<file path="src/rtl/mc10145_ctl_pkg.sv">
// rtl/mc10145_ctl_pkg.sv - shared types, default timing and pin-order helpers for mc10145_ctl
package mc10145_ctl_pkg;

  typedef enum logic [2:0] {
    IDLE = 3'd0,
    RD   = 3'd1,
    WSU  = 3'd2,
    WPL  = 3'd3,
    WHD  = 3'd4,
    ACK  = 3'd5
  } state_e;

  localparam int DEF_SETUP_CYC = 1;
  localparam int DEF_PULSE_CYC = 2;
  localparam int DEF_HOLD_CYC  = 1;
  localparam int DEF_READ_CYC  = 2;

  localparam int CNT_W   = 3;
  localparam int MAX_CYC = 8;

  localparam logic [3:0] LAST_ADDR = 4'hF;

  // Bus bit 3 drives pin a0/d0 (chip MSB) down to bit 0 on pin a3/d3, so both orders coincide.
  function automatic logic [3:0] host_to_chip(input logic [3:0] n);
    return {n[3], n[2], n[1], n[0]};
  endfunction

  function automatic logic [3:0] chip_to_host(input logic [3:0] p);
    return {p[3], p[2], p[1], p[0]};
  endfunction

endpackage

</file>
<file path="src/rtl/mc10145_ctl_if.sv">
// rtl/mc10145_ctl_if.sv - host request/response and RAM pin bundle for mc10145_ctl
interface mc10145_ctl_if;

  logic       req;
  logic       wr;
  logic       clr;
  logic [3:0] addr;
  logic [3:0] wdata;
  logic       ack;
  logic [3:0] rdata;
  logic       busy;
  logic [3:0] ram_a;
  logic [3:0] ram_d;
  logic       ram_nen;
  logic       ram_nwrite;
  logic [3:0] ram_q;

  modport master (
    output req, wr, clr, addr, wdata, ram_q,
    input  ack, rdata, busy, ram_a, ram_d, ram_nen, ram_nwrite
  );

  modport slave (
    input  req, wr, clr, addr, wdata, ram_q,
    output ack, rdata, busy, ram_a, ram_d, ram_nen, ram_nwrite
  );

endinterface

</file>
<file path="src/rtl/mc10145_ctl.sv">
// rtl/mc10145_ctl.sv - strobe sequencer for one MC10145 16x4 RAM: read, write and sweep-clear
// All chip pins come straight from flops so nen/nwrite never glitch.
module mc10145_ctl
  import mc10145_ctl_pkg::*;
#(
  parameter int SETUP_CYC = DEF_SETUP_CYC,
  parameter int PULSE_CYC = DEF_PULSE_CYC,
  parameter int HOLD_CYC  = DEF_HOLD_CYC,
  parameter int READ_CYC  = DEF_READ_CYC
) (
  input  logic         clk,
  input  logic         reset,
  mc10145_ctl_if.slave bus
);

  if (SETUP_CYC < 1 || SETUP_CYC > MAX_CYC || PULSE_CYC < 1 || PULSE_CYC > MAX_CYC ||
      HOLD_CYC < 1 || HOLD_CYC > MAX_CYC || READ_CYC < 1 || READ_CYC > MAX_CYC) begin : g_bad_timing
    $error("mc10145_ctl: timing parameters must lie in 1..8");
  end

  // Counter holds remaining cycles minus one, which lets a value of 8 fit in 3 bits.
  localparam logic [CNT_W-1:0] SETUP_LD = CNT_W'(SETUP_CYC - 1);
  localparam logic [CNT_W-1:0] PULSE_LD = CNT_W'(PULSE_CYC - 1);
  localparam logic [CNT_W-1:0] HOLD_LD  = CNT_W'(HOLD_CYC - 1);
  localparam logic [CNT_W-1:0] READ_LD  = CNT_W'(READ_CYC - 1);

  state_e           state_q, state_d;
  logic [CNT_W-1:0] cnt_q, cnt_d;
  logic [3:0]       addr_q, addr_d;
  logic [3:0]       data_q, data_d;
  logic [3:0]       rdata_q, rdata_d;
  logic             sweep_q, sweep_d;
  logic             nen_q, nen_d;
  logic             nwrite_q, nwrite_d;
  logic             ack_q, ack_d;
  logic             busy_q, busy_d;

  always_ff @(posedge clk or posedge reset) begin
    if (reset) begin
      state_q  <= IDLE;
      cnt_q    <= '0;
      addr_q   <= '0;
      data_q   <= '0;
      rdata_q  <= '0;
      sweep_q  <= 1'b0;
      nen_q    <= 1'b1;
      nwrite_q <= 1'b1;
      ack_q    <= 1'b0;
      busy_q   <= 1'b0;
    end else begin
      state_q  <= state_d;
      cnt_q    <= cnt_d;
      addr_q   <= addr_d;
      data_q   <= data_d;
      rdata_q  <= rdata_d;
      sweep_q  <= sweep_d;
      nen_q    <= nen_d;
      nwrite_q <= nwrite_d;
      ack_q    <= ack_d;
      busy_q   <= busy_d;
    end
  end

  always_comb begin
    state_d = state_q;
    cnt_d   = cnt_q;
    addr_d  = addr_q;
    data_d  = data_q;
    rdata_d = rdata_q;
    sweep_d = sweep_q;

    unique case (state_q)
      IDLE: begin
        if (bus.clr) begin
          addr_d  = '0;
          data_d  = '0;
          sweep_d = 1'b1;
          cnt_d   = SETUP_LD;
          state_d = WSU;
        end else if (bus.req) begin
          addr_d  = bus.addr;
          data_d  = bus.wdata;
          sweep_d = 1'b0;
          if (bus.wr) begin
            cnt_d   = SETUP_LD;
            state_d = WSU;
          end else begin
            cnt_d   = READ_LD;
            state_d = RD;
          end
        end
      end
      RD: begin
        if (cnt_q == '0) begin
          rdata_d = chip_to_host(bus.ram_q);
          state_d = ACK;
        end else begin
          cnt_d = cnt_q - 1'b1;
        end
      end
      WSU: begin
        if (cnt_q == '0) begin
          cnt_d   = PULSE_LD;
          state_d = WPL;
        end else begin
          cnt_d = cnt_q - 1'b1;
        end
      end
      WPL: begin
        if (cnt_q == '0) begin
          cnt_d   = HOLD_LD;
          state_d = WHD;
        end else begin
          cnt_d = cnt_q - 1'b1;
        end
      end
      WHD: begin
        if (cnt_q != '0) begin
          cnt_d = cnt_q - 1'b1;
        end else if (sweep_q && addr_q != LAST_ADDR) begin
          // Next clear location; nen stays low across the step.
          addr_d  = addr_q + 4'd1;
          cnt_d   = SETUP_LD;
          state_d = WSU;
        end else begin
          sweep_d = 1'b0;
          state_d = ACK;
        end
      end
      ACK:     state_d = IDLE;
      default: state_d = IDLE;
    endcase

    nen_d    = (state_d == IDLE) || (state_d == ACK);
    nwrite_d = (state_d != WPL);
    ack_d    = (state_d == ACK);
    busy_d   = (state_d != IDLE);
  end

  assign bus.ram_a      = host_to_chip(addr_q);
  assign bus.ram_d      = host_to_chip(data_q);
  assign bus.ram_nen    = nen_q;
  assign bus.ram_nwrite = nwrite_q;
  assign bus.rdata      = rdata_q;
  assign bus.ack        = ack_q;
  assign bus.busy       = busy_q;

endmodule
</file>
<file path="src/flat_wrapper.sv">
// flat-port wrapper written by rule: the top's interface ports become plain ports
module mc10145_ctl_flat import mc10145_ctl_pkg::*;
#(
  parameter int SETUP_CYC = DEF_SETUP_CYC,
  parameter int PULSE_CYC = DEF_PULSE_CYC,
  parameter int HOLD_CYC  = DEF_HOLD_CYC,
  parameter int READ_CYC  = DEF_READ_CYC
)
  (clk, reset, bus_req, bus_wr, bus_clr, bus_addr, bus_wdata, bus_ram_q, bus_ack, bus_rdata, bus_busy, bus_ram_a, bus_ram_d, bus_ram_nen, bus_ram_nwrite);
  mc10145_ctl_if bus_i ();
  input  logic clk;
  input  logic reset;
  input wire logic [$bits(bus_i.req)-1:0] bus_req;
  input wire logic [$bits(bus_i.wr)-1:0] bus_wr;
  input wire logic [$bits(bus_i.clr)-1:0] bus_clr;
  input wire logic [$bits(bus_i.addr)-1:0] bus_addr;
  input wire logic [$bits(bus_i.wdata)-1:0] bus_wdata;
  input wire logic [$bits(bus_i.ram_q)-1:0] bus_ram_q;
  output wire logic [$bits(bus_i.ack)-1:0] bus_ack;
  output wire logic [$bits(bus_i.rdata)-1:0] bus_rdata;
  output wire logic [$bits(bus_i.busy)-1:0] bus_busy;
  output wire logic [$bits(bus_i.ram_a)-1:0] bus_ram_a;
  output wire logic [$bits(bus_i.ram_d)-1:0] bus_ram_d;
  output wire logic [$bits(bus_i.ram_nen)-1:0] bus_ram_nen;
  output wire logic [$bits(bus_i.ram_nwrite)-1:0] bus_ram_nwrite;
  assign bus_i.req = bus_req;
  assign bus_i.wr = bus_wr;
  assign bus_i.clr = bus_clr;
  assign bus_i.addr = bus_addr;
  assign bus_i.wdata = bus_wdata;
  assign bus_i.ram_q = bus_ram_q;
  assign bus_ack = bus_i.ack;
  assign bus_rdata = bus_i.rdata;
  assign bus_busy = bus_i.busy;
  assign bus_ram_a = bus_i.ram_a;
  assign bus_ram_d = bus_i.ram_d;
  assign bus_ram_nen = bus_i.ram_nen;
  assign bus_ram_nwrite = bus_i.ram_nwrite;
  mc10145_ctl #(.SETUP_CYC(SETUP_CYC), .PULSE_CYC(PULSE_CYC), .HOLD_CYC(HOLD_CYC), .READ_CYC(READ_CYC)) u_core (.clk(clk), .reset(reset), .bus(bus_i));
endmodule
</file>
<file path="config.mk">
export PLATFORM = sky130hd
export DESIGN_NAME = mc10145_ctl_flat
export DESIGN_NICKNAME = d
export VERILOG_FILES = /design/src/rtl/mc10145_ctl_pkg.sv /design/src/rtl/mc10145_ctl_if.sv /design/src/rtl/mc10145_ctl.sv /design/src/flat_wrapper.sv
export SDC_FILE = /design/constraint.sdc
export NUM_CORES = 1
export LEC_CHECK = 0
export ABC_AREA = 0
export BUFFER_PORTS_ARGS = -buffer_cell sky130_fd_sc_hd__buf_2
export CAP_MARGIN = 10
export CORE_MARGIN = 2
export CORE_UTILIZATION = 47
export CTS_CLUSTER_DIAMETER = 80
export DETAILED_ROUTE_END_ITERATION = 8
export PLACE_DENSITY = 0.75
export SLEW_MARGIN = 15
export SYNTH_ARGS = -nofsm -noshare
export SYNTH_HDL_FRONTEND = slang
export SYNTH_SLANG_ARGS = --single-unit
</file>
<file path="constraint.sdc">
create_clock -name clk -period 2 [get_ports clk]
set_input_delay 0.1 -clock clk [delete_from_list [all_inputs] [get_ports clk]]
set_output_delay 0.1 -clock clk [all_outputs]
set_load 0.02 [all_outputs]
</file>
# After elaboration in Yosys (flattened, before gate mapping)
# Index checks and enable logic that the tools add are counted.
[word_totals] reg_bits=23 in_bits=17 out_inout_bits=16 wordCells=70
[classes] addsub=2 n_eq_ne=13 n_mux=30 n_reduce_logical=15
[op_table] cell="3-bit two-way mux" n=14
[op_table] cell="3-bit case mux with 5 select lines" n=2
[op_table] cell="4-bit two-way mux" n=6
[op_table] cell="4-bit AND reduction" n=3
[op_table] cell="3-bit zero test" n=3
[op_table] cell="4-bit case mux with 2 select lines" n=1
[op_table] cell="3-bit by 2-bit equality test with 1-bit output, second input constant" n=2
[op_table] cell="3-bit equality test, second input constant" n=2
[op_table] cell="2-bit inequality test, second input constant" n=3
[op_table] cell="3-bit nonzero test" n=2
[op_table] cell="1-bit two-way mux" n=5
[op_table] cell="5-bit nonzero test" n=1
[op_table] cell="4-bit by 1-bit adder with 4-bit output, second input constant" n=1
[op_table] cell="4-bit inequality test, second input constant" n=1
[op_table] cell="2-bit AND reduction" n=2
[op_table] cell="2-bit nonzero test" n=2
[op_table] cell="3-bit by 1-bit equality test with 1-bit output, second input constant" n=1
[op_table] cell="3-bit by 1-bit inequality test with 1-bit output, second input constant" n=1
[op_table] cell="3-bit by 2-bit inequality test with 1-bit output, second input constant" n=1
[op_table] cell="3-bit inequality test, second input constant" n=1
[op_table] cell="3-bit by 1-bit subtractor with 3-bit output, second input constant" n=1
[op_table] cell="2-bit two-way mux" n=1
[op_table] cell="2-bit by 1-bit inequality test with 1-bit output, second input constant" n=1
[op_table] cell="1-bit case mux with 2 select lines" n=1
[op_table] cell="other kinds (2)" n=2

# Logic depth before layout (Yosys ltp)
# Gate-level depths: netlist of the first run.
[logic_depth] depth_word=7 ltp_mapped=8 mapped_depth_nobuf=6

# Worst setup path before layout of the first run
# OpenSTA, ideal clock, no wires.
[synth_path] path_kind="flip-flop to flip-flop" startpoint="register u_core.cnt_q[0]" endpoint="register u_core.addr_q[3], in the netlist u_core.bus.ram_a[3]" setup_time_ps=140 arrival_time_ps=1802 setup_slack_ps=57 stages_incl_launch_ff=9 path_buffers=2 synth_period_minus_slack_ps=1943 cell_sequence="dfrtp_1 inv_1 ha_1 nand2b_1 clkbuf_1 or4b_1 buf_2 o211ai_2 o311ai_2"
[synth_between] elab_chain_cells=3
[synth_lines] element="start, declared" line_no="mc10145_ctl.sv:28" text="logic [CNT_W-1:0] cnt_q, cnt_d;"
[synth_lines] element="start signal, assigned" line_no="mc10145_ctl.sv:52" text="cnt_q <= cnt_d;"
[synth_lines] element="3-bit nonzero test" line_no="mc10145_ctl.sv:118" text="if (cnt_q != '0) begin"
[synth_lines] element="2-bit inequality test (no line)"
[synth_lines] element="4-bit AND reduction (no line)"
[synth_lines] element="end signal, assigned" line_no="mc10145_ctl.sv:53" text="addr_q <= addr_d;"
[synth_lines] element="end, declared" line_no="mc10145_ctl.sv:29" text="logic [3:0] addr_q, addr_d;"
# No other way between the ends.
# A chain may end at the register's enable or synchronous reset.

# Worst setup path in the final report of the first run
[layout_path] startpoint="register u_core.state_q[2]" endpoint="register u_core.rdata_q[1], in the netlist u_core.bus.rdata[1]"
[layout_between] elab_chain_cells=2
[layout_lines] element="start, declared" line_no="mc10145_ctl.sv:27" text="state_e state_q, state_d;"
[layout_lines] element="start signal, assigned" line_no="mc10145_ctl.sv:51" text="state_q <= state_d;"
[layout_lines] element="3-bit by 1-bit equality test with 1-bit output" line_no="mc10145_ctl.sv:72" text="unique case (state_q)"
[layout_lines] element="2-bit AND reduction (no line)"
[layout_lines] element="end signal, assigned" line_no="mc10145_ctl.sv:55" text="rdata_q <= rdata_d;"
[layout_lines] element="end, declared" line_no="mc10145_ctl.sv:31" text="logic [3:0] rdata_q, rdata_d;"
# No other way between the ends.

==> flow_summary.yaml, run 1 <==
synthesis:
  synthTopCellsByCount: "dfrtp_1, o21ai_0, inv_1, nand2_1, clkbuf_1"
  avgSynthCellArea_sq_um: 9.84
  synth-edff-count: 0
  yosys_warnings: 0
  synthesis.nets: 151
  yosysUniqueCellTypes: 45
  synthArstFlopShare: 1.00
  synth_most_common_cell: "dfrtp_1"
  netlist_area_sq_um: 1290
  yosys.area.top_type: "dfrtp_1"
  syn_inst: 131
  synth_top_area_frac: 0.408
  synth_ff_type: "dfrtp_1"
  ys_seq_area_frac: 0.449
  synth.ff_latch_count: 23
  synth_area_leaders: "dfrtp_1, o21ai_0, mux2_1"
global_route:
  grt_max_degree: 24
  grt_pass1_wl_microns: 5370
  antenna_found_initial: 0
  track_usage: 0.212
  grt-ovfl-total: 0
  grt_pass1_vias: 1151
final_layout:
  antenna_cells: 0
  drive_gt1_frac: 0.316
  final_cells: 207
  syn_to_final_growth_pct: 28.1
  final_util: 0.648
  nets: 198
floorplanning:
  initial_core_util: 0.506
  ioPinCount: 33
  die_w_microns: 56.4
  fp-row-count: 18
  die_y_microns: 56.4
  core-area_sq_um: 2540
  dieArea_sq_um: 3180
sta:
  setup-tns-final_ns: 0
  worst_slack_ns: 0.164
  final_max_slew_viol_count: 0
  max_freq_ghz: 0.545
  fin_crit_sh: 0.918
  rsz0062_at_grt: "false"
  tightest_slew_ns: 0.591
  max_slew_margin: 0.603
  fin_crit_ns: 1.84
  finalHoldViolations: 0
  skew_ns: 0.00523
  setup_violations: 0
placement:
  dp_slack_ns: 0.0894
  gp_congestion: 0.831
  place.detailed.hpwl_microns: 2190
  placedCellCount: 195
  port-buffer-count: 32
critical_path:
  crit_chain: "buf_4 -> inv_1 -> nand2_1 -> or3_1 -> mux2_1"
  crit_arrival_ns: 2.05
  r2r-start: "u_core.state_q[2]"
  cp.required_ns: 2.22
  startpoint: "u_core.state_q[2]"
  worstReg2RegEnd: "u_core.bus.rdata[1]"
  crit_path_end: "u_core.bus.rdata[1]"
  cpPeakStageDelay_ns: 0.46
  critical_path_class: "reg2reg"
  ff2ff_path_depth: 5
  crit_path_end_kind: "flop"
  cp_slowest_cell: "or3_1"
  startpoint_type: "flop"
  path_max_fanout: 7
  rrSetupSlack_ns: 0.16
clock_network:
  insertion_delay_ns: 0.32
  root_buffer: "clkbuf_4"
  clockBufferDepth: 2
  numCtsBuffers: 3
  cts.sinks: 23
  cts_tree: "done"
  clkTransAtPathRegs_ns: 0.13
  htreeDepth: 1
status:
  status: "completed"
routing:
  routed_wl_microns: 3030
  routed_via_density: 5.86
  dr.pass1.iters: 4
  postRouteAntennaNets: 0
  drt-initial-drc-count: 65
  wl_per_cell_microns: 14.7
  route.detailed.drc: 0
  vias: 1214
power:
  power_density_nw_per_um2: 1450
  ir_worst_vdd_mv: 1.02
  power_mw: 2.39
  p_leak_nw: 0.764
flow_run:
  cap_violations: 0
hold_path:
  hold_class: "in2reg"
[cell families (layout without fill, tap and decap cells)]
group | after synthesis | after routing | synth area share
AOI/OAI and AO/OA | 43 | 43 | 0.241
adders and majority gates | 3 | 3 | 0.0291
buffers and inverters | 17 | 63 | 0.0524
DFF | 23 | 23 | 0.449
muxes | 6 | 6 | 0.0515
and+or+nand+nor | 39 | 39 | 0.178
[final cells by class]
type,instances,area (sq um)
inverter,8,30.0
clock inverter,1,5.00
tap,30,37.5
sequential,23,578
multi-input combinational,91,654
fill,208,895
clock buffer,3,22.5
timing repair buffer,51,323
[worst max-delay path, delay by kind of cell, from the launching register on]
family,cells,cell delay (ns)
AND/OR/NAND/NOR,2,0.58
flip-flops,1,0.44
buffers and inverters,2,0.36
multiplexers,1,0.35
[where the power goes]
part | internal, mW | leakage [nW] | switching (mW)
Clock | 0.0751 | 0.0177 | 0.150
Combinational | 0.576 | 0.468 | 0.765
Sequential | 0.680 | 0.278 | 0.144
[how the worst min path moves through the flow]
stage / endpoint / from / cells after the start
final: u_core.bus.ram_d[0] / bus_wdata[0] / 2
after global routing: u_core.bus.ram_d[0] / bus_wdata[0] / 2
after CTS: u_core.bus.ram_d[2] / bus_wdata[2] / 2
after detailed placement: u_core.bus.ram_d[1] / reset / 3
after global placement: u_core.bus.ram_d[1] / reset / 3
after floorplan: u_core.bus.ack / reset / 1
[registers in the layout, summed over array words and instances, names as in the netlist]
name,cells
u_core.state_q,3
u_core.bus.busy,1
u_core.bus.rdata,4
u_core.bus.ram_nwrite,1
u_core.cnt_q,3
u_core.bus.ram_nen,1
u_core.sweep_q,1
u_core.bus.ram_a,4
u_core.bus.ack,1
u_core.bus.ram_d,4
[what timing repair did]
action                     in CTS  in global routing
buffers inserted                0                  0
hold endpoints to repair       27                  1
setup endpoints to repair       0                  3
hold buffers                    7                  1
gates resized for setup         0                  2
[cell usage in the layout, fill, tap and decap left out, types with 2 or more instances in the layout]
cell	netlist	routed
a21oi_1	4	4
a22o_1	4	4
a31oi_1	2	2
buf_2	3	32
buf_4	0	11
clkbuf_4	0	3
dfrtp_1	21	21
dfstp_2	2	2
dlygate4sd3_1	0	8
ha_1	3	3
inv_1	8	8
mux2_1	5	5
nand2_1	8	8
nand2b_1	2	2
nand3_1	4	4
nand3b_1	2	2
nor2_1	4	4
nor2b_1	3	3
nor3_1	2	2
o211ai_1	2	2
o211ai_2	2	2
o21ai_0	12	12
o21ai_1	3	3
o22ai_1	3	3
o311ai_2	2	2
or2_1	2	2
or3_1	2	2
[layer usage]
metal | up-vias | routed length [microns] | GRT usage
met1 | 588 | 1350 | 0.281
met5 | - | 0 | 0
li1 | 578 | - | -
met2 | 43 | 1460 | 0.365
met3 | 5 | 187 | 0.0276
met4 | 0 | 33 | 0.0578
[stage by stage]
step / area [sq um] / hold WS, ns
floorplan: 1290 / 0.100
global placement: 1530 / 0.149
detailed placement: 1530 / 0.157
CTS: 1630 / 0.000923
global route: 1650 / 0.000633
finish: 1650 / 0.00527
Note: power is estimated with default switching activity, not from simulation.
==> run 2, diff against run 1 <==
Settings changed: PLACE_DENSITY 0.75 to 0.77.
==> flow_summary.yaml, run 2 (synthesized netlist as in run 1, its figures left out) <==
final_layout:
  syn_to_final_growth_pct: 26.9
  nets: 196
  final_cell_mix: "buf_2, dfrtp_1, o21ai_0, dlygate4sd3_1"
  final_common_cell: "buf_2"
  drive_gt1_frac: 0.303
  antenna_cells: 0
  seqCellArea_sq_um: 578
  final_cell_area_sq_um: 1640
  final_util: 0.643
  fill_cells: 203
  multi_input_comb_area_sq_um: 652
floorplanning:
  initial_core_util: 0.506
  die_w_microns: 56.4
  die_y_microns: 56.4
  ioPinCount: 33
  core-area_sq_um: 2540
  fp-row-count: 18
  dieArea_sq_um: 3180
power:
  ir_worst_vdd_mv: 0.894
  power_density_nw_per_um2: 1460
  swShare: 0.451
  seqPwrFrac: 0.351
  power_mw: 2.39
  p_int_mw: 1.31
  p_leak_nw: 0.748
  p_sw_mw: 1.08
  pwr-share-comb: 0.555
  clock_power_share: 0.095
sta:
  final_max_slew_viol_count: 0
  finalHoldViolations: 0
  fin_crit_sh: 0.955
  setup_violations: 0
  holdWs_ns: 0.00277
  fin_crit_ns: 1.91
  max_slew_margin: 0.421
  skew_ns: 0.0147
  max_freq_ghz: 0.524
  tightest_slew_ns: 0.867
clock_network:
  numCtsBuffers: 3
  cts.sinks: 23
  root_buffer: "clkbuf_4"
  clockBufferDepth: 2
  cts_tree: "done"
  insertion_delay_ns: 0.33
  htreeDepth: 1
  clkTransAtPathRegs_ns: 0.14
global_route:
  grt_pass1_vias: 1186
  track_usage: 0.217
  grt_max_degree: 24
  antenna_found_initial: 0
  grt-ovfl-total: 0
  grt_pass1_wl_microns: 5470
routing:
  dr.pass1.iters: 4
  wl_per_cell_microns: 15.7
  postRouteAntennaNets: 0
  drt-initial-drc-count: 65
  route.detailed.drc: 0
  routed_wl_microns: 3210
  vias: 1187
  routed_via_density: 5.79
critical_path:
  crit_arrival_ns: 2.12
  cp.required_ns: 2.21
  crit_path_end_kind: "flop"
  critical_path_class: "reg2reg"
  path_max_fanout: 8
  startpoint_type: "flop"
placement:
  port-buffer-count: 32
  gp_congestion: 0.869
  place.detailed.hpwl_microns: 2250
  placed_area_sq_um: 1500
flow_run:
  cap_violations: 0
hold_path:
  hold_class: "in2reg"
status:
  status: "completed"
-- run 2: critical path: stages, from the launching register on --
cell	delay [ns]
dfrtp_1	0.41
inv_1	0.09
ha_1	0.25
nand2b_1	0.11
buf_4	0.17
or3_1	0.41
mux2_1	0.35
-- run 2: layout make-up --
class,instances,area share
Clock buffer,3,0.0138
Clock inverter,1,0.00306
Inverter,8,0.0184
Multi-Input combinational cell,91,0.399
Sequential cell,23,0.353
Tap cell,30,0.0230
Timing Repair Buffer,49,0.190
-- run 2: timing repair --
| item | 4_1_cts | 5_1_grt |
|---|---|---|
| hold buffers | 9 | 0 |
| endpoints found under the setup margin | 2 | 5 |
| resized for setup | 1 | 1 |
| endpoints found under the hold margin | 29 | 0 |
| setup buffers | 0 | 1 |
-- run 2: layer usage --
layer  global-route usage  wire length [microns]  up-vias
met5                    0                      0        -
met4               0.0510                     32        0
met3               0.0484                    226        5
met2                0.363                   1600       49
met1                0.288                   1360      561
li1                     -                      -      572
-- run 2: power by group through the flow --
| stage | clock network (mW) | logic (mW) | registers (mW) |
|---|---|---|---|
| final | 0.226 | 1.32 | 0.837 |
| after global routing | 0.251 | 1.46 | 0.868 |
| after CTS | 0.232 | 1.30 | 0.840 |
| after detailed placement | 0 | 1.28 | 0.851 |
| after global placement | 0 | 1.22 | 0.831 |
| after floorplan | 0 | 0.703 | 1.01 |
-- run 2: path summary, 6_finish.rpt --
check                                    start                  end  slack (ns)  cells after the start
max                            u_core.cnt_q[0]  u_core.bus.rdata[0]        0.09                      6
min                                bus_addr[2]  u_core.bus.ram_a[2]       0.003                      3
max reg2reg                    u_core.cnt_q[0]  u_core.bus.rdata[0]        0.09                      6
min reg2reg                u_core.bus.rdata[1]  u_core.bus.rdata[1]        0.50                      1
max in group asynchronous                reset      u_core.bus.busy        0.98                      3
min in group asynchronous                reset  u_core.bus.rdata[2]        0.48                      3
-- run 2: through the flow --
stage	setup TNS [ns]	setup slack [ns]	instances
after floorplan	0	0.0572	131
after global placement	0	0.101	191
after detailed placement	0	0.00723	191
after CTS	0	0.0206	204
after global routing	-0.0308	-0.0207	205
final	0	0.0904	205
==> run 3, diff against run 2 <==
Settings changed: PLACE_DENSITY 0.77 to default, PLACE_DENSITY_LB_ADDON from default to 0.15, SETUP_SLACK_MARGIN from default to 0.2.
==> flow_summary.yaml, run 3 (synthesized netlist as in run 1, its figures left out) <==
placement:
  dp_slack_ns: 0.0628
  place.detailed.hpwl_microns: 2270
  placedCellCount: 193
  gp_congestion: 0.839
  port-buffer-count: 32
routing:
  top_layer: "met4"
  drt-initial-drc-count: 42
  wl_met1_microns: 1440
  routed_wl_microns: 3240
  route.detailed.drc: 0
  wl_met3_microns: 193
  routed_via_density: 5.95
  routed-wl-met2_microns: 1530
  dr.pass1.iters: 4
  postRouteAntennaNets: 0
  vias: 1244
  wl_per_cell_microns: 15.5
sta:
  tightest_slew_ns: 0.829
  max_slew_margin: 0.446
  finalHoldViolations: 0
  setup_violations: 0
  max_freq_ghz: 0.550
  final_max_slew_viol_count: 0
  fin_crit_sh: 0.909
  rsz0062_at_grt: "true"
  setup-tns-final_ns: 0
  worst_slack_ns: 0.182
  skew_ns: 0.00341
  fin_crit_ns: 1.82
power:
  power_density_nw_per_um2: 1500
  p_leak_nw: 0.778
  clock_power_share: 0.085
  ir_worst_vdd_mv: 0.901
  swShare: 0.441
  p_int_mw: 1.42
  pwr-share-comb: 0.589
  seqPwrFrac: 0.326
  p_sw_mw: 1.12
global_route:
  grt_max_degree: 24
  grt_pass1_vias: 1186
  grt_pass1_wl_microns: 5440
  grt-ovfl-total: 0
  track_usage: 0.220
  antenna_found_initial: 0
final_layout:
  antenna_cells: 0
  final_common_cell: "buf_2"
  drive_gt1_frac: 0.363
  final_cells: 209
  syn_to_final_growth_pct: 31.9
  final_util: 0.668
  final_cell_mix: "buf_2, dfrtp_1, buf_4, o21ai_0, nand2_1"
  nets: 200
  fill_cells: 212
clock_network:
  cts_tree: "done"
  numCtsBuffers: 3
  root_buffer: "clkbuf_4"
  htreeDepth: 1
  cts.sinks: 23
  insertion_delay_ns: 0.31
  clkTransAtPathRegs_ns: 0.13
  clockBufferDepth: 2
critical_path:
  crit_path_end_kind: "flop"
  cp.required_ns: 2.21
  startpoint: "u_core.state_q[0]"
  crit_arrival_ns: 2.03
  worstReg2RegEnd: "u_core.cnt_q[0]"
  path_max_fanout: 3
  critical_path_class: "reg2reg"
  ff2ff_path_depth: 4
  rrSetupSlack_ns: 0.18
  startpoint_type: "flop"
  r2r-start: "u_core.state_q[0]"
status:
  status: "completed"
floorplanning:
  die_w_microns: 56.4
  dieArea_sq_um: 3180
  fp-row-count: 18
  ioPinCount: 33
  die_y_microns: 56.4
  initial_core_util: 0.506
  core-area_sq_um: 2540
hold_path:
  hold_class: "in2reg"
  min_delay_path_depth: 2
  min_from: "bus_ram_q[3]"
  holdPathEnd: "u_core.bus.rdata[3]"
flow_run:
  cap_violations: 0
-- run 3: cell types whose count changed in the layout (fill, tap and decap cells not counted), sizes merged --
cell         before  now
inv               8    7
buf              40   47
dlygate4sd3       9    6
clkinvlp          0    1
-- run 3: worst max-delay path, stage by stage (launching register included) --
cell and delay [ns]:
dfrtp_1 0.43, or4_4 0.55, o211ai_1 0.23, or2_1 0.17
mux2_1 0.33
-- run 3: power groups by stage --
stage / combinational, mW / clock (mW) / sequential, mW
final: 1.50 / 0.216 / 0.830
after global routing: 1.66 / 0.243 / 0.856
after CTS: 1.38 / 0.223 / 0.822
after detailed placement: 1.31 / 0 / 0.835
after global placement: 1.27 / 0 / 0.821
after floorplan: 0.730 / 0 / 1.01
-- run 3: area by class of cell --
class                           count  area, sq um  share of cell area
Clock buffer                        3         22.5              0.0132
Timing Repair Buffer               53          340               0.200
Inverter                            8         33.8              0.0199
Multi-Input combinational cell     91          683               0.402
Sequential cell                    23          578               0.340
Clock inverter                      1         5.00             0.00294
Tap cell                           30         37.5              0.0221
-- run 3: worst max path at each step --
stage | depth (start not counted) | slack (ns) | end
3_3_place_gp | 6 | 0.12 | u_core.bus.ram_a[3]
3_5_place_dp | 6 | 0.06 | u_core.bus.ram_a[2]
5_1_grt | 6 | 0.08 | u_core.cnt_q[0]
4_1_cts | 4 | 0.21 | u_core.cnt_q[0]
6_report | 4 | 0.18 | u_core.cnt_q[0]
2_1_floorplan | 8 | 0.09 | u_core.bus.ram_a[2]
-- run 3: layer usage --
| layer | up-vias | track usage |
|---|---|---|
| met4 | 0 | 0.109 |
| met1 | 594 | 0.290 |
| li1 | 581 | - |
| met2 | 59 | 0.356 |
| met3 | 10 | 0.0276 |
| met5 | - | 0 |
-- run 3: repair_timing --
action / 4_1_cts / 5_1_grt
pin swaps: 2 / 2
cloned: 0 / 0
resized for setup: 4 / 7
hold buffers: 6 / 0
buffers inserted: 1 / 5
endpoints found under the hold margin: 26 / 0
setup endpoints to repair: 10 / 11
-- run 3: metrics by stage --
step / power, mW / area (sq um) / hold slack (ns)
finish: 2.55 / 1700 / 0.00158
detailed placement: 2.14 / 1520 / 0.314
global route: 2.75 / 1700 / 0.000571
global placement: 2.09 / 1520 / 0.312
floorplan: 1.74 / 1310 / 0.100
CTS: 2.42 / 1640 / 0.00125
